<file path="src/rtl/dytr_user_seq.sv">
// dytr_user_seq -- user-side sequencer for the DyTR3 dynamic time-redundancy core.
//
// Accepts one work token per upstream handshake, strobes userFetch to the core,
// waits LAT cycles for the core's registered userFail, then either completes the
// token, retries it in triple-time-redundancy mode (userMode=1), or raises a
// sticky alarm after RETRY_MAX consecutive failures on the same token. After
// CLEAN_TH consecutive clean tokens in mode 1 the sequencer drops back to mode 0.
//
// Parameters:
//   LAT       cycles from the userFetch pulse to the cycle in which userFail is final (>=1)
//   RETRY_MAX consecutive failed attempts on one token before alarm (>=1)
//   CLEAN_TH  consecutive clean tokens in mode 1 before returning to mode 0 (>=1)
//   CNT_W     width of the latency/retry/clean counters
//
// Ports:
//   clk        clock
//   reset      synchronous active-high reset
//   in_valid   upstream token available
//   in_ready   sequencer accepts a token (IDLE)
//   userMode   0 = normal, 1 = triple time redundancy
//   userFetch  one-cycle fetch strobe to the core
//   userFail   registered fail flag from the core, sampled only in WAIT
//   out_valid  current token completed without failure, held until out_ack
//   out_ack    downstream consumed the completion
//   alarm      sticky unrecoverable-failure flag, cleared only by reset
//   err_cnt    saturating failure counter
//
// Build option:
//   DYTR_USER_FAILCNT_EN  when defined, err_cnt counts failed decisions
//                         (saturating at 255); otherwise err_cnt is tied to 0.
//
// All outputs are registers loaded from the next-state decode, so they track the
// state register exactly and have no combinational path from any input.

module dytr_user_seq #(
  parameter int LAT       = 3,
  parameter int RETRY_MAX = 3,
  parameter int CLEAN_TH  = 8,
  parameter int CNT_W     = 4
) (
  input  logic       clk,
  input  logic       reset,
  input  logic       in_valid,
  output logic       in_ready,
  output logic       userMode,
  output logic       userFetch,
  input  logic       userFail,
  output logic       out_valid,
  input  logic       out_ack,
  output logic       alarm,
  output logic [7:0] err_cnt
);

  typedef enum logic [2:0] {
    IDLE  = 3'd0,
    FETCH = 3'd1,
    WAIT  = 3'd2,
    DONE  = 3'd3,
    ALARM = 3'd4
  } state_t;

  localparam logic [CNT_W-1:0] LatLoad   = CNT_W'(LAT - 1);
  localparam logic [CNT_W-1:0] RetryLast = CNT_W'(RETRY_MAX - 1);
  localparam logic [CNT_W-1:0] CleanLast = CNT_W'(CLEAN_TH - 1);

  state_t           state;
  state_t           stateNext;
  logic [CNT_W-1:0] latCnt;
  logic [CNT_W-1:0] retryCnt;
  logic [CNT_W-1:0] cleanCnt;
  logic             failLatch;
  logic             decide;
  logic             failNow;

  // Decision happens on the last WAIT cycle; a fail pulse seen earlier in the
  // window is remembered in failLatch.
  assign decide  = (state == WAIT) && (latCnt == '0);
  assign failNow = failLatch | userFail;

  always_comb begin
    stateNext = state;
    case (state)
      IDLE: begin
        // in_ready gates acceptance so no token is taken in the cycle right
        // after reset, where in_ready is still low.
        if (in_valid && in_ready) stateNext = FETCH;
      end
      FETCH: stateNext = WAIT;
      WAIT: begin
        if (decide) begin
          if (failNow) stateNext = (retryCnt == RetryLast) ? ALARM : FETCH;
          else         stateNext = DONE;
        end
      end
      DONE: begin
        if (out_ack) stateNext = IDLE;
      end
      ALARM: stateNext = ALARM;
      default: stateNext = IDLE;
    endcase
  end

  always_ff @(posedge clk) begin
    if (reset) begin
      state     <= IDLE;
      latCnt    <= '0;
      retryCnt  <= '0;
      cleanCnt  <= '0;
      failLatch <= 1'b0;
      userMode  <= 1'b0;
      in_ready  <= 1'b0;
      userFetch <= 1'b0;
      out_valid <= 1'b0;
      alarm     <= 1'b0;
    end else begin
      state     <= stateNext;
      in_ready  <= (stateNext == IDLE);
      userFetch <= (stateNext == FETCH);
      out_valid <= (stateNext == DONE);
      alarm     <= (stateNext == ALARM);

      case (state)
        FETCH: begin
          latCnt    <= LatLoad;
          failLatch <= 1'b0;
        end
        WAIT: begin
          if (userFail) failLatch <= 1'b1;
          if (latCnt != '0) begin
            latCnt <= latCnt - 1'b1;
          end else if (failNow) begin
            // Any failure escalates to TTR mode; this also covers the path
            // into ALARM, where the mode must read 1.
            userMode <= 1'b1;
            cleanCnt <= '0;
            if (retryCnt != RetryLast) retryCnt <= retryCnt + 1'b1;
          end else begin
            retryCnt <= '0;
            if (userMode) begin
              if (cleanCnt == CleanLast) begin
                userMode <= 1'b0;
                cleanCnt <= '0;
              end else begin
                cleanCnt <= cleanCnt + 1'b1;
              end
            end
          end
        end
        default: begin
        end
      endcase
    end
  end

`ifdef DYTR_USER_FAILCNT_EN
  logic [7:0] errCnt;
  logic       failDecision;

  assign failDecision = decide && failNow;

  always_ff @(posedge clk) begin
    if (reset) begin
      errCnt <= 8'd0;
    end else if (failDecision && (errCnt != 8'hFF)) begin
      errCnt <= errCnt + 8'd1;
    end
  end

  assign err_cnt = errCnt;
`else
  assign err_cnt = 8'd0;
`endif

endmodule

</file>
<file path="config.mk">
export PLATFORM = sky130hd
export DESIGN_NAME = dytr_user_seq
export DESIGN_NICKNAME = d
export VERILOG_FILES = /design/src/rtl/dytr_user_seq.sv
export SDC_FILE = /design/constraint.sdc
export NUM_CORES = 1
export LEC_CHECK = 0
export BUFFER_PORTS_ARGS = -buffer_cell sky130_fd_sc_hd__clkbuf_2
export CAP_MARGIN = 5
export CORE_MARGIN = 4
export CORE_UTILIZATION = 43
export DETAILED_ROUTE_END_ITERATION = 10
export GPL_ROUTABILITY_DRIVEN = 0
export HOLD_SLACK_MARGIN = 0.02
export MAX_ROUTING_LAYER = met4
export PLACE_DENSITY = 0.6
export SYNTH_ARGS = -nofsm -noshare
export SYNTH_HDL_FRONTEND = slang
export SYNTH_SLANG_ARGS = --single-unit
</file>
<file path="constraint.sdc">
create_clock -name clk -period 5.31 [get_ports clk]
set_input_delay 0.2655 -clock clk [delete_from_list [all_inputs] [get_ports clk]]
set_output_delay 0.2655 -clock clk [all_outputs]
set_load 0.03 [all_outputs]
</file>
==> results.json <==
{
  "design.core.area_um2": 2500,
  "initialDrtViolationCount": 25,
  "tightest_slew_ns": 0.652,
  "syn_area_um2": 1130,
  "fin_hold_ws_ns": 0.194,
  "antenna_found_initial": 0,
  "final_common_cell": "dfxtp_1",
  "vdd_drop_max_uv": 153,
  "hpwl_mm": 1.78,
  "finalHoldViolCount": 0,
  "maxCapViolations": 0,
  "portBuffers": 9,
  "drc": 0,
  "holdCritPathClass": "in2reg",
  "regArea_um2": 420,
  "avgViaCountPerCell": 5.49,
  "cp_max_fo": 6,
  "worstSetupStartpointType": "flop",
  "fill_cells": 266,
  "holdBufCountCts": 0,
  "crit_required_ns": 5.54,
  "num_vias": 950,
  "wl_met2_mm": 1.17,
  "outcome": "complete, no violations",
  "dr.max_layer_used": "met4",
  "cts_max_level": 1,
  "synth_seq_area_share": 0.370,
  "ys_types": 41,
  "ys_async_sr_fraction": 0,
  "cts.sinks": 21,
  "syn_inst": 138,
  "wl_per_cell_um": 13.6,
  "criticalPathCategory": "reg2reg",
  "ioPinCount": 18,
  "postCtsSetupBuffers": 0,
  "first_pass_iters": 4,
  "postRouteAntennaNets": 0,
  "ys_warn_count": 0,
  "rsz0062_at_grt": "no",
  "final_cell_mix": "21 x dfxtp_1, 14 x a21oi_1, 10 x nor2_1, 9 x nand2_1, 9 x clkbuf_2",
  "cp.arrival_ns": 2.34,
  "cts.repair.resized": 0,
  "grt_pass1_vias": 891,
  "overflow": 0,
  "cts_buffers": 3,
  "pwr_density_cell_nw_per_um2": 287,
  "cts_tree": "built",
  "clock_latency_ns": 0.31,
  "synth_edf_count": 0,
  "clockRootBuffer": "clkbuf_4",
  "syn_area_per_cell_um2": 8.22,
  "routed_wl_mm": 2.35,
  "die_w_um": 59.4,
  "grt_max_degree": 19,
  "drive_gt1_frac": 0.119,
  "clockBufferDepth": 2,
  "track_usage": 0.155,
  "max_freq_mhz": 474,
  "antenna_cells": 0,
  "slew_headroom": 0.564,
  "multi_input_area_um2": 628,
  "dr_wl_met3_um": 85,
  "synth-seq-cells": 21,
  "p_leak_nw": 0.461,
  "placementRows": 18,
  "grt_pass1_wl_mm": 4.00,
  "finalSetupViolCount": 0,
  "placedCellCount": 169,
  "fp.dieH_um": 59.4,
  "start_util": 0.454,
  "finalSetupTns_ns": 0,
  "finalMaxSlewViolations": 0,
  "final_cells": 173,
  "wl_met1_mm": 1.06,
  "period_needed_ns": 2.11,
  "die_area_um2": 3520,
  "fin_nets": 153,
  "clkTransAtPathRegs_ns": 0.12,
  "fin_crit_sh": 0.397,
  "synthToLayoutAreaGrowth_pct": 3.64,
  "skew_ns": 0.00896,
  "yosys_most_used_dff": "dfxtp_1",
  "end_kind": "flop"
}
-- critical path, stage by stage (launching register included) --
cell,delay (ns)
dfxtp_1,0.36
inv_1,0.07
ha_1,0.20
nor3b_1,0.57
nand3_1,0.26
or3_1,0.40
a21oi_1,0.17
-- flip-flops by register name, summed over array words and instances, names as in the netlist --
register   count
out_valid      1
failLatch      1
userMode       1
cleanCnt       4
state          3
latCnt         4
alarm          1
userFetch      1
retryCnt       4
in_ready       1
-- per-layer routing --
metal | vias to the layer above | GRT usage
li1 | 483 | -
met1 | 448 | 0.188
met2 | 14 | 0.250
met3 | 5 | 0.0392
met4 | 0 | 0.0485
met5 | - | -
-- Yosys cell counts, types with 2 or more instances --
master / count / area, µm²
a21oi_1: 14 / 70.1
nor4_1: 2 / 12.5
nand2_1: 9 / 33.8
nand3_1: 5 / 25.0
o21ai_0: 8 / 40.0
nor3b_1: 3 / 22.5
o211ai_1: 2 / 15.0
nor2b_1: 4 / 25.0
ha_1: 4 / 50.1
clkbuf_1: 5 / 18.8
nor2_1: 10 / 37.5
nand3b_1: 2 / 15.0
buf_4: 8 / 60.1
and2_1: 2 / 12.5
dfxtp_1: 21 / 420
nand2b_1: 3 / 18.8
nand4_1: 4 / 25.0
or3_1: 4 / 25.0
inv_1: 5 / 18.8
or2_2: 2 / 12.5
-- power by group --
| part | switching [mW] | internal (mW) | total, mW |
|---|---|---|---|
| clock | 0.0472 | 0.0293 | 0.0765 |
| sequential | 0.0111 | 0.167 | 0.178 |
| combinational | 0.0532 | 0.0289 | 0.0821 |
-- stage by stage --
| stage | utilization | instance area [µm²] | setup slack, ns | power (mW) |
|---|---|---|---|---|
| after floorplan | - | 1160 | 3.40 | 0.252 |
| after global placement | 0.460 | 1150 | 3.35 | 0.262 |
| after detailed placement | 0.460 | 1150 | 3.27 | 0.265 |
| after CTS | 0.470 | 1180 | 3.23 | 0.343 |
| after global routing | 0.470 | 1180 | 3.04 | 0.361 |
| final | 0.470 | 1180 | 3.20 | 0.337 |
-- layout make-up --
| cell class | count | area share |
|---|---|---|
| multi-input cells | 104 | 0.534 |
| repair buffers | 9 | 0.0383 |
| well taps | 30 | 0.0319 |
| clock buffers | 4 | 0.0223 |
| inverters | 5 | 0.0160 |
| flip-flops and latches | 21 | 0.357 |
-- cells by family (layout without fill, tap and decap cells) --
family                     after synthesis  count (layout)  share of synthesized area
AOI/OAI and AO/OA                       34              34                      0.182
xor gates and xnor gates                 1               1                    0.00772
and+or+nand+nor                         56              56                      0.284
buffers and inverters                   20              18                     0.0992
other                                    1               8                    0.00330
DFF                                     21              21                      0.370
adders and majority gates                4               4                     0.0441
muxes                                    1               1                    0.00882
-- final timing paths --
path,startpoint,to,slack (ns),cells after the start
setup / recovery,latCnt[0],retryCnt[3],3.20,6
setup reg to reg,latCnt[0],retryCnt[3],3.20,6
hold / removal,userFail,failLatch,0.19,2
hold reg to reg,cleanCnt[1],cleanCnt[1],0.49,2
(Power assumes the default switching activity.)
